File: src/rtl/LIB_pkg.sv
// Shared definitions for the router library blocks.
//   RADIX_DEF / CREDITS_DEF : default port count and downstream buffer depth
//   onehot_t                : one bit per port, index 0 = core ... 4 = west
//   CORE..WEST              : port index constants
//   credit_width()          : counter width able to hold 0..credits
package LIB_pkg;

    localparam int RADIX_DEF   = 5;
    localparam int CREDITS_DEF = 4;

    typedef logic [0:RADIX_DEF-1] onehot_t;

    localparam int CORE  = 0;
    localparam int NORTH = 1;
    localparam int EAST  = 2;
    localparam int SOUTH = 3;
    localparam int WEST  = 4;

    function automatic int credit_width(input int credits);
        return $clog2(credits + 1);
    endfunction

endpackage

File: src/rtl/lib_arbiter_rr_onehot.sv
// Round-robin arbiter for one switch output.
//   clk, reset_n : clock, synchronous active-low reset (pointer -> 0)
//   i_req        : request column, one bit per input
//   i_en         : output may grant this cycle (credit available, not in reset)
//   o_grant      : one-hot grant column, combinational in the request cycle
// The pointer marks the highest-priority input; it moves to one past the
// winner after every grant.
module lib_arbiter_rr_onehot #(
    parameter int N = 5
) (
    input  logic         clk,
    input  logic         reset_n,
    input  logic [0:N-1] i_req,
    input  logic         i_en,
    output logic [0:N-1] o_grant
);

    localparam int PW = (N > 1) ? $clog2(N) : 1;

    logic [PW-1:0] r_ptr;
    logic [PW-1:0] w_next_ptr;
    logic [0:N-1]  w_grant;
    logic          w_found;

    // Two passes: first inputs at/after the pointer, then the wrapped-around
    // ones below it. Together they give the modulo-N search order.
    always_comb begin
        w_grant    = '0;
        w_found    = 1'b0;
        w_next_ptr = r_ptr;
        for (int i = 0; i < N; i++) begin
            if (!w_found && i_en && i_req[i] && (i >= int'(r_ptr))) begin
                w_grant[i] = 1'b1;
                w_found    = 1'b1;
                w_next_ptr = (i == N-1) ? '0 : PW'(i + 1);
            end
        end
        for (int i = 0; i < N; i++) begin
            if (!w_found && i_en && i_req[i] && (i < int'(r_ptr))) begin
                w_grant[i] = 1'b1;
                w_found    = 1'b1;
                w_next_ptr = (i == N-1) ? '0 : PW'(i + 1);
            end
        end
    end

    always_ff @(posedge clk) begin
        if (!reset_n) begin
            r_ptr <= '0;
        end else if (w_found) begin
            r_ptr <= w_next_ptr;
        end
    end

    assign o_grant = w_grant;

endmodule

File: src/rtl/lib_switch_allocator_onehot.sv
// Per-output round-robin switch allocator feeding the one-hot crossbar.
//   clk, reset_n  : clock, synchronous active-low reset
//   i_req[in]     : one-hot requested output per input (zero = idle)
//   i_credit[out] : downstream freed one slot on that output
//   o_grant[in]   : one-hot granted output per input (switch select)
//   o_pop[in]     : pop the input FIFO head (OR of o_grant[in])
//   o_credit_err  : sticky, credit overflow or malformed request seen
module lib_switch_allocator_onehot
    import LIB_pkg::*;
#(
    parameter int RADIX   = RADIX_DEF,
    parameter int CREDITS = CREDITS_DEF
) (
    input  logic             clk,
    input  logic             reset_n,
    input  logic [0:RADIX-1] i_req    [0:RADIX-1],
    input  logic [0:RADIX-1] i_credit,
    output logic [0:RADIX-1] o_grant  [0:RADIX-1],
    output logic [0:RADIX-1] o_pop,
    output logic             o_credit_err
);

    localparam int            CW      = credit_width(CREDITS);
    localparam logic [CW-1:0] CNT_MAX = CW'(CREDITS);
    localparam logic [CW-1:0] CNT_ONE = CW'(1);

    logic [CW-1:0]    r_cnt     [0:RADIX-1];
    logic             r_err;
    logic [0:RADIX-1] w_req_ok  [0:RADIX-1];
    logic [0:RADIX-1] w_req_col [0:RADIX-1];
    logic [0:RADIX-1] w_gnt_col [0:RADIX-1];
    logic [0:RADIX-1] w_malformed;
    logic [0:RADIX-1] w_granted;
    logic [0:RADIX-1] w_en;
    logic [0:RADIX-1] w_full;

    // Malformed rows are dropped before arbitration so they never win.
    always_comb begin
        for (int r = 0; r < RADIX; r++) begin
            w_malformed[r] = ($countones(i_req[r]) > 1);
            w_req_ok[r]    = w_malformed[r] ? '0 : i_req[r];
        end
        for (int c = 0; c < RADIX; c++) begin
            for (int r = 0; r < RADIX; r++) begin
                w_req_col[c][r] = w_req_ok[r][c];
            end
        end
    end

    for (genvar g = 0; g < RADIX; g++) begin : g_arb
        // Reset gates the enable so no grant (and no pop) leaks out while reset.
        assign w_en[g]      = reset_n && (r_cnt[g] != '0);
        assign w_full[g]    = (r_cnt[g] == CNT_MAX);
        assign w_granted[g] = |w_gnt_col[g];

        lib_arbiter_rr_onehot #(
            .N (RADIX)
        ) u_arb (
            .clk     (clk),
            .reset_n (reset_n),
            .i_req   (w_req_col[g]),
            .i_en    (w_en[g]),
            .o_grant (w_gnt_col[g])
        );
    end

    always_comb begin
        for (int r = 0; r < RADIX; r++) begin
            for (int c = 0; c < RADIX; c++) begin
                o_grant[r][c] = w_gnt_col[c][r];
            end
        end
        for (int r = 0; r < RADIX; r++) begin
            o_pop[r] = 1'b0;
            for (int c = 0; c < RADIX; c++) begin
                o_pop[r] = o_pop[r] | w_gnt_col[c][r];
            end
        end
    end

    // A grant consumes a credit, a return adds one; both together cancel.
    always_ff @(posedge clk) begin
        if (!reset_n) begin
            for (int c = 0; c < RADIX; c++) begin
                r_cnt[c] <= CNT_MAX;
            end
            r_err <= 1'b0;
        end else begin
            for (int c = 0; c < RADIX; c++) begin
                if (w_granted[c] && !i_credit[c]) begin
                    r_cnt[c] <= r_cnt[c] - CNT_ONE;
                end else if (!w_granted[c] && i_credit[c] && !w_full[c]) begin
                    r_cnt[c] <= r_cnt[c] + CNT_ONE;
                end
            end
            if ((|w_malformed) || (|(i_credit & ~w_granted & w_full))) begin
                r_err <= 1'b1;
            end
        end
    end

    assign o_credit_err = r_err;

endmodule

File: config.mk
export PLATFORM = sky130hd
export DESIGN_NAME = lib_switch_allocator_onehot
export DESIGN_NICKNAME = d
export VERILOG_FILES = /design/src/rtl/LIB_pkg.sv /design/src/rtl/lib_arbiter_rr_onehot.sv /design/src/rtl/lib_switch_allocator_onehot.sv
export SDC_FILE = /design/constraint.sdc
export NUM_CORES = 1
export LEC_CHECK = 0
export ABC_AREA = 1
export BUFFER_PORTS_ARGS = -buffer_cell sky130_fd_sc_hd__buf_4
export CAP_MARGIN = 40
export CORE_ASPECT_RATIO = 1.4
export CORE_MARGIN = 2
export CORE_UTILIZATION = 62
export DETAILED_ROUTE_END_ITERATION = 8
export PLACE_DENSITY = 0.95
export SETUP_SLACK_MARGIN = 0.4
export SLEW_MARGIN = 20
export SYNTH_ARGS = -nofsm -noshare
export SYNTH_HDL_FRONTEND = slang
export SYNTH_HIERARCHICAL = 1
export SYNTH_SLANG_ARGS = --single-unit
File: constraint.sdc
create_clock -name clk -period 6.4 [get_ports clk]
set_clock_uncertainty 0.05 [all_clocks]
set_input_delay 0.96 -clock clk [delete_from_list [all_inputs] [get_ports clk]]
set_output_delay 0.96 -clock clk [all_outputs]
set_load 0.05 [all_outputs]
; Word level (Yosys, flattened, before mapping)
; Memory sizes are Yosys's and may differ from the RTL's.
; Cells that the tools add are included.
[totals]
input_bits = 32
out_inout_bits = 31
ramBits = 15
rom_bits = 0
register_bits = 16
latch_bits = 0
memories = 1
wordCells = 574
[classes]
n_div = 0
n_reduce_logical = 248
n_addsub = 30
order_cmp = 55
n_shift = 0
bitwise_logic = 33
n_eq_ne = 5
multipliers = 0
n_mux = 196
[memory_table]
columns = name, depth, width, read_ports, rd_ports_with_merged_regs, write_ports, line_no
row1 = r_cnt, 5, 3, 5, 0, 5, lib_switch_allocator_onehot.sv:27  ; logic [CW-1:0] r_cnt [0:RADIX-1];
[ops]
columns = operator, n
row1 = $mux 3, 60
row2 = $logic_and 1x1->1, 165
row3 = $mux 1, 131
row4 = $logic_not 1->1, 60
row5 = $reduce_bool 10->1, 5
row6 = $reduce_or 5->1, 7
row7 = $ge 1x3->1 const A, 10
row8 = $ge 2x3->1 const A, 10
row9 = $lt 1x3->1 const A, 10
row10 = $lt 2x3->1 const A, 10
row11 = $or 1x1->1, 30
row12 = $mux 5, 5
row13 = $add 1x1->2, 10
row14 = $add 3x1->4, 5
row15 = $gt 4x1->1 const B, 5
row16 = $add 2x2->3, 5
row17 = $add 3x1->3 const B, 5
row18 = $eq 3x3->1 const B, 5
row19 = $ge 3x3->1 const A, 5
row20 = $lt 3x3->1 const A, 5
row21 = $reduce_bool 3->1, 5
row22 = $sub 3x1->3 const B, 5
row23 = $and 5x5->5, 2
row24 = $reduce_and 2->1, 5
row25 = 2 further kinds, 2

; Longest topological paths before layout
; Gate-level depths: netlist (run 1).
[logic_depth]
word_depth = 62
mapped_depth = 28
ltp_nobuf = 27

; Modules after synthesis
; Netlist (run 1), hierarchy kept.
[modules_own_cells]
columns = module, cells_per_inst, area_per_inst_um2, seq_area_each_um2, instances
row1 = lib_arbiter_rr_onehot, 63, 376.6, 60.1, 5
row2 = lib_switch_allocator_onehot, 253, 1850.5, 470.5, 1

; Worst setup path before layout (run 1)
; No wires, ideal clock.
[synth_timing]
kind = input port to output port
from = in i_req[10] (netlist bit)
to = out o_pop[2] (netlist bit)
setup_slack_ns = 0.966
t_required_ns = 5.390
stages = 18
n_path_buf = 0
t_arrival_ns = 4.424
cell_sequence = inv_1 -> fa_1 -> inv_1 -> ha_1 -> nand2_1 -> nand2_1 -> nor2_1 -> inv_1 -> nor2_1 -> nand2_1 -> inv_1 -> nand3_1 -> nand3_4 -> nor2_4 -> nand4_4 -> o21ai_0 -> nor4_1 -> nand2_1
[synth_rtl]
columns = element, line_no
row1 = "start, declared", lib_switch_allocator_onehot.sv:16  ; input logic [0:RADIX-1] i_req [0:RADIX-1],
row2 = "end, declared", lib_switch_allocator_onehot.sv:19  ; output logic [0:RADIX-1] o_pop,

==> metrics, run 1 <==
port bufs=62; Design Power=1.38 mW; routed vias=3980; Initial Utilization=64.1%; post-cts sizing count=0; ANT cells=0; Final Hold Viols=0; mux share of post-synthesis cell area=0%; vias in the first global route=3928; Post-CTS Setup Bufs=0; Hold WC Path Type=reg -> reg; Hold Crit Endpoint=g_arb[4].u_arb/r_ptr[1]; leading area contributor after synthesis=edfxtp_1; H-tree depth=2; static leakage=2.48 nW; antenna-violating nets left=0; Reg power frac=27.8%; distinct cell type count after synthesis=32; filler instances=465; final setup TNS=0 ns; Synth Flop Type=dfxtp_1; critical path fanouts, max=5; Post-Synth XOR/XNOR Area=2.35%; dominant cells by area after synthesis=edfxtp_1 12%, inv_1 11%, nand2_1 10%, dfxtp_1 8.6%, nor2_1 8.4%; sequential area share after synthesis=20.6%; layout cell share with drive strength beyond 1=22.8%; Int Power=683 uW; hold depth=2; crit path launch=i_req[5]; post-synthesis compound-gate area fraction=7.51%; Max VDD drop=0.195 mV; initial antenna violation count=0; CP Class=in -> out; wire length per cell=14.2 um; EDFF count, synth=15; Slew @ Worst Pin=0.622 ns; top-count cell post-synth=inv_1; Final setup viols=0; WP data arrival=3.87 ns; die width=69.6 um; startpoint types=input port; hold_buf cts=0; max_cap viols=0; via-per-instance ratio=5.65; Non-Filler Instances=705; CTS Sinks=31; Syn Area/Cell=6.57 um^2; GRT Util Overall=31.7%; Synth top cells by count=114 x inv_1, 102 x nand2_1, 84 x nor2_1; core area=5820 um^2; Reg2Reg Depth=19; Synth Warn #=6; clk_lat worst skew=0.29 ns; placed insts=697; Sw Share=50.4%; DRT Wirelength=10000 um; Critical Path RT=5.39 ns; Max-slew headroom=58.6%; Ports=63; RSZ-0062 raised after global routing=false; Yosys reg bits=31; cell count after synthesis=568; cell area after synthesis=3730 um^2; Post-Synth Simple-Gate Area=48.2%; critical path endpoint category=output port; first-pass GRT wire length=17000 um; Initial DRC Count=269; nets=683; Root Driver=clkbuf_8; FP Rows=33; die footprint=6670 um^2; cell area power density=317 nW/um^2; Num CTS Buffers=5; iteration count of the initial detailed-routing pass=5; synth-to-layout area growth=16.3%; Longest Clk Path Bufs=2; Worst R2R Setup Slack=2.80 ns; fin. max-slew vios=0; Critical R2R Launch=r_cnt[3][0]; Switch Pwr=693 uW; post-route minimum period=4.88 ns; largest family of logic cells by synthesized area=simple AND/OR/NAND/NOR gates; DRC viols=0; Clock Pin Slew Worst Setup and Hold Paths=0.06 ns; largest net degree at the start of global routing=22; status=finished clean; Die Y=95.8 um; period utilisation layout=76.3%; GR Overflow Total=0; post-synth top area share=12.1%; async set or reset register ratio after synthesis=0%; CTS tree=built; syn_nets=617; Final GP Congestion=1.12; worst flop-to-flop path endpoint=r_cnt[3][2]; hold path startpoint=g_arb[4].u_arb/r_ptr[1]; FMAX=205 MHz; clock power share=11.2%; power share of the combinational group=61.0%; post-DP HPWL=8420 um; Synth Area in Adders=7.51%
[sequential cells by signal, summed over array words and instances (netlist names)]
name and cells:
g_arb.u_arb/r_ptr 15, o_credit_err 1, r_cnt 15
[cells in the final DEF, fill, tap and decap left out, types with 9 or more instances in the layout]
cell type	synthesis	routed
inv_2	11	11
edfxtp_1	15	15
dfxtp_1	16	16
nand2_1	102	102
nor2_1	84	84
nor2_4	12	12
nand2_2	16	16
o21ai_0	15	15
nand3_1	53	53
fa_1	9	9
inv_1	114	114
a21oi_1	26	26
nand4_1	12	12
buf_4	1	62
[cell type report]
| type | instances | area (um^2) | area share [%] |
|---|---|---|---|
| tap | 70 | 87.6 | 2.02 |
| inverter | 130 | 488 | 11.2 |
| timing repair buffer | 62 | 465 | 10.7 |
| clock inverter | 1 | 5.00 | 0.115 |
| multi-input combinational | 404 | 2450 | 56.4 |
| clock buffer | 7 | 76.3 | 1.76 |
| sequential | 31 | 771 | 17.8 |
[per-stage QoR]
stage / setup slack [ns] / cell area (um^2) / util (%) / hold slack [ns]
after floorplan: 0.966 / 3730 / - / 0.431
after global placement: 1.59 / 4260 / 73.2 / 0.452
after detailed placement: 1.47 / 4260 / 73.2 / 0.458
after CTS: 1.56 / 4340 / 74.6 / 0.469
after global routing: 1.26 / 4340 / 74.6 / 0.498
final: 1.52 / 4340 / 74.6 / 0.466
[layer usage]
| layer | vias to the layer above | share of wire [%] | track usage [%] |
|---|---|---|---|
| met2 | 209 | 51 | 58.8 |
| met4 | 0 | 5.6 | 17.2 |
| met5 | - | 0 | 0 |
| li1 | 1917 | - | - |
| met1 | 1790 | 37 | 34.5 |
| met3 | 64 | 7.1 | 5.34 |
[power by group through the flow]
stage	registers, mW	clock network (mW)	logic (mW)
floorplan	0.368	0	0.676
global placement	0.382	0	0.802
detailed placement	0.387	0	0.833
CTS	0.383	0.154	0.838
global route	0.394	0.162	0.923
finish	0.383	0.154	0.840
[how the worst max path moves through the flow]
stage | endpoint | depth (start not counted)
2_1_floorplan | o_pop[2] | 18
5_1_grt | o_pop[2] | 20
3_3_place_gp | r_cnt[1][2] | 27
6_report | o_pop[2] | 18
4_1_cts | o_pop[3] | 22
3_5_place_dp | r_cnt[0][2] | 25
[cells by family after synthesis]
| family | count (synthesis) |
|---|---|
| xor+xnor | 10 |
| compound gates | 51 |
| flops | 31 |
| simple gates | 326 |
| buf+inv | 133 |
| fa+ha+maj | 17 |
[critical path, stage by stage]
cell and delay [ns]:
buf_4 0.08, inv_1 0.05, fa_1 0.53, inv_1 0.04, ha_1 0.26, nand2_1 0.07
nand2_1 0.05, nor2_1 0.18, inv_1 0.14, nor2_1 0.19, nand3_1 0.16, inv_1 0.16
nor2_4 0.07, nand4_4 0.08, o21ai_0 0.20, nor4_1 0.34, nand2_1 0.11, buf_4 0.20
No activity file was read; power rests on OpenSTA's default activity.
==> run 2, diff against run 1 <==
--- a/config.mk
+++ b/config.mk
@@ -10,9 +10,9 @@
 export CAP_MARGIN = 40
 export CORE_ASPECT_RATIO = 1.4
 export CORE_MARGIN = 2
-export CORE_UTILIZATION = 62
+export CORE_UTILIZATION = 58
 export DETAILED_ROUTE_END_ITERATION = 8
-export PLACE_DENSITY = 0.95
+export PLACE_DENSITY = 0.9
 export SETUP_SLACK_MARGIN = 0.4
 export SLEW_MARGIN = 20
 export SYNTH_ARGS = -nofsm -noshare
==> constraint.sdc (replaced) <==
create_clock -name clk -period 5.05 [get_ports clk]
set_clock_uncertainty 0.05 [all_clocks]
set_input_delay 0.7575 -clock clk [delete_from_list [all_inputs] [get_ports clk]]
set_output_delay 0.7575 -clock clk [all_outputs]
set_load 0.05 [all_outputs]
==> metrics, run 2 (same netlist as run 1, synthesis figures left out) <==
status=finished clean; Max VDD drop=0.283 mV (+45%); Longest Clk Path Bufs=2 (unchanged); die footprint=7100 um^2 (+6.5%); iteration count of the initial detailed-routing pass=6 (+1); core area=6210 um^2 (+6.7%); Die Y=98.9 um (+3.2%); cell area power density=402 nW/um^2 (+27%); CTS Sinks=31 (unchanged); final worst slack=0.578 ns (-0.938 ns); synth-to-layout area growth=17.9%; static leakage=2.50 nW (+0.70%); Clock Pin Slew Worst Setup and Hold Paths=0.07 ns (about the same); Max-slew headroom=51.4% (-7.1 points); Design Power=1.77 mW (+29%); ANT cells=0 (unchanged); vias in the first global route=3912 (-0.41%); critical-path cell with the highest stage delay=fa_1; max_cap viols=0 (unchanged); GRT Util Overall=31.1% (-0.66 points); period utilisation layout=88.5%; Critical Path RT=5.03 ns (-0.36 ns); nets=684 (+0.15%); via-per-instance ratio=5.51 (-2.4%); wire length per cell=14.8 um (+3.8%); Ports=63 (unchanged); met2 usage=54.1% (-4.8 points); Buf/Inv on CP=4 (-2); Final Hold Viols=0 (unchanged); final setup TNS=0 ns (unchanged); die width=71.8 um (+3.2%); Place WS=0.276 ns (-1.19 ns); FF/Latch Area=771 um^2 (unchanged); commonest non-fill, non-tap cell in the layout=inv_1; DRC viols=0 (unchanged); critical path fanouts, max=6 (+1); routed vias=3903 (-1.9%); Final GP Congestion=1.02 (-8.9%); initial antenna violation count=0 (unchanged); Initial DRC Count=277 (+3.0%); RSZ-0062 raised after global routing=false; Non-Filler Instances=708 (+0.43%); fin. max-slew vios=0 (unchanged); grt met1 use=34.7% (+0.23 points); Slew @ Worst Pin=0.729 ns (+0.107 ns); clk_lat worst skew=0.29 ns (about the same); met3 Usage GRT=5.52% (+0.18 points); filler instances=547 (+18%); hold_buf cts=0 (unchanged); GR Overflow Total=0 (unchanged); Worst R2R Setup Slack=1.42 ns (-1.38 ns); Root Driver=clkbuf_8; critical path endpoint category=register; layout cell share with drive strength beyond 1=25.0% (+2.2 points); Num CTS Buffers=5 (unchanged); FMAX=224 MHz; WP data arrival=4.45 ns (+0.58 ns); CTS tree=built; Initial Utilization=60.1% (-4.0 points); placed insts=699 (+0.29%); first-pass GRT wire length=17500 um (+2.8%); global-route layer with the greatest usage=met2; post-route minimum period=4.47 ns; port bufs=62 (unchanged); DRT Wirelength=10500 um (+4.3%); antenna-violating nets left=0 (unchanged); slowest stage delay, CP=0.54 ns (about the same); Hold Slack=0.464 ns (-0.00209 ns); Hold WC Path Type=reg -> reg; startpoint types=input port; post-DP HPWL=8790 um (+4.4%); most frequent cells in the layout=111 x inv_1, 100 x nand2_1, 81 x nor2_1, 63 x buf_4, 53 x nand3_1; critical path's top delay family=simple AND/OR/NAND/NOR gates; area of the multi-input gates=2500 um^2 (+2.1%); H-tree depth=2 (unchanged); FP Rows=34 (+3.0%); Final setup viols=0 (unchanged); CP Class=in -> reg; largest net degree at the start of global routing=22 (unchanged)
==> run 2: final timing paths <==
| check | startpoint | endpoint | depth (start not counted) |
|---|---|---|---|
| worst max-delay path | i_req[20] | r_cnt[0][2] | 25 |
| worst min-delay path | g_arb[4].u_arb/r_ptr[1] | g_arb[4].u_arb/r_ptr[1] | 2 |
| worst max register to register | r_cnt[3][0] | r_cnt[3][2] | 19 |
| worst min register to register | g_arb[4].u_arb/r_ptr[1] | g_arb[4].u_arb/r_ptr[1] | 2 |
==> run 2: worst register-to-register path: stages, from the launching register on <==
cell,delay [ns]
edfxtp_1,0.50
nor2_1,0.08
a21oi_1,0.49
nand2_2,0.18
inv_1,0.14
nand2_2,0.09
nand3_4,0.12
nor2_4,0.05
nand4_4,0.08
nor2_4,0.05
nand3_1,0.10
nand2_1,0.11
nor2_1,0.10
nand3b_1,0.15
nor2_2,0.20
nand2_4,0.09
fa_1,0.42
xnor2_2,0.16
xor2_1,0.15
nand2_1,0.06
==> run 2: power by group <==
| group | total (mW) | switching [mW] | internal [mW] |
|---|---|---|---|
| Combinational | 1.09 | 0.693 | 0.396 |
| Sequential | 0.489 | 0.104 | 0.386 |
| Clock | 0.193 | 0.0991 | 0.0940 |
| Total | 1.77 | 0.896 | 0.876 |
==> run 2: stage by stage <==
| stage | instance area, um^2 | util (%) |
|---|---|---|
| 5_1_grt | 4400 | 70.9 |
| 2_1_floorplan | 3760 | - |
| 3_5_place_dp | 4290 | 69.1 |
| 4_1_cts | 4370 | 70.4 |
| 6_report | 4400 | 70.9 |
| 3_3_place_gp | 4290 | 69.1 |
==> run 2: repair_timing <==
action                     CTS  global route
gates resized for setup      0             9
setup buffers                0             1
setup endpoints to repair    0             4
==> run 2: routing by layer <==
layer	part of all wire [%]	routed length, um
met5	0	0
met4	5.3	553
met3	7.0	727
met2	50	5230
met1	38	3950
==> run 2: cell type report <==
class                   count  share of cell area [%]
clock buffers               6                    1.65
repair buffers             63                    10.7
inverters                 130                    11.1
flip-flops and latches     31                    17.5
multi-input cells         404                    56.8
well taps                  72                    2.05
clock inverters             2                   0.171
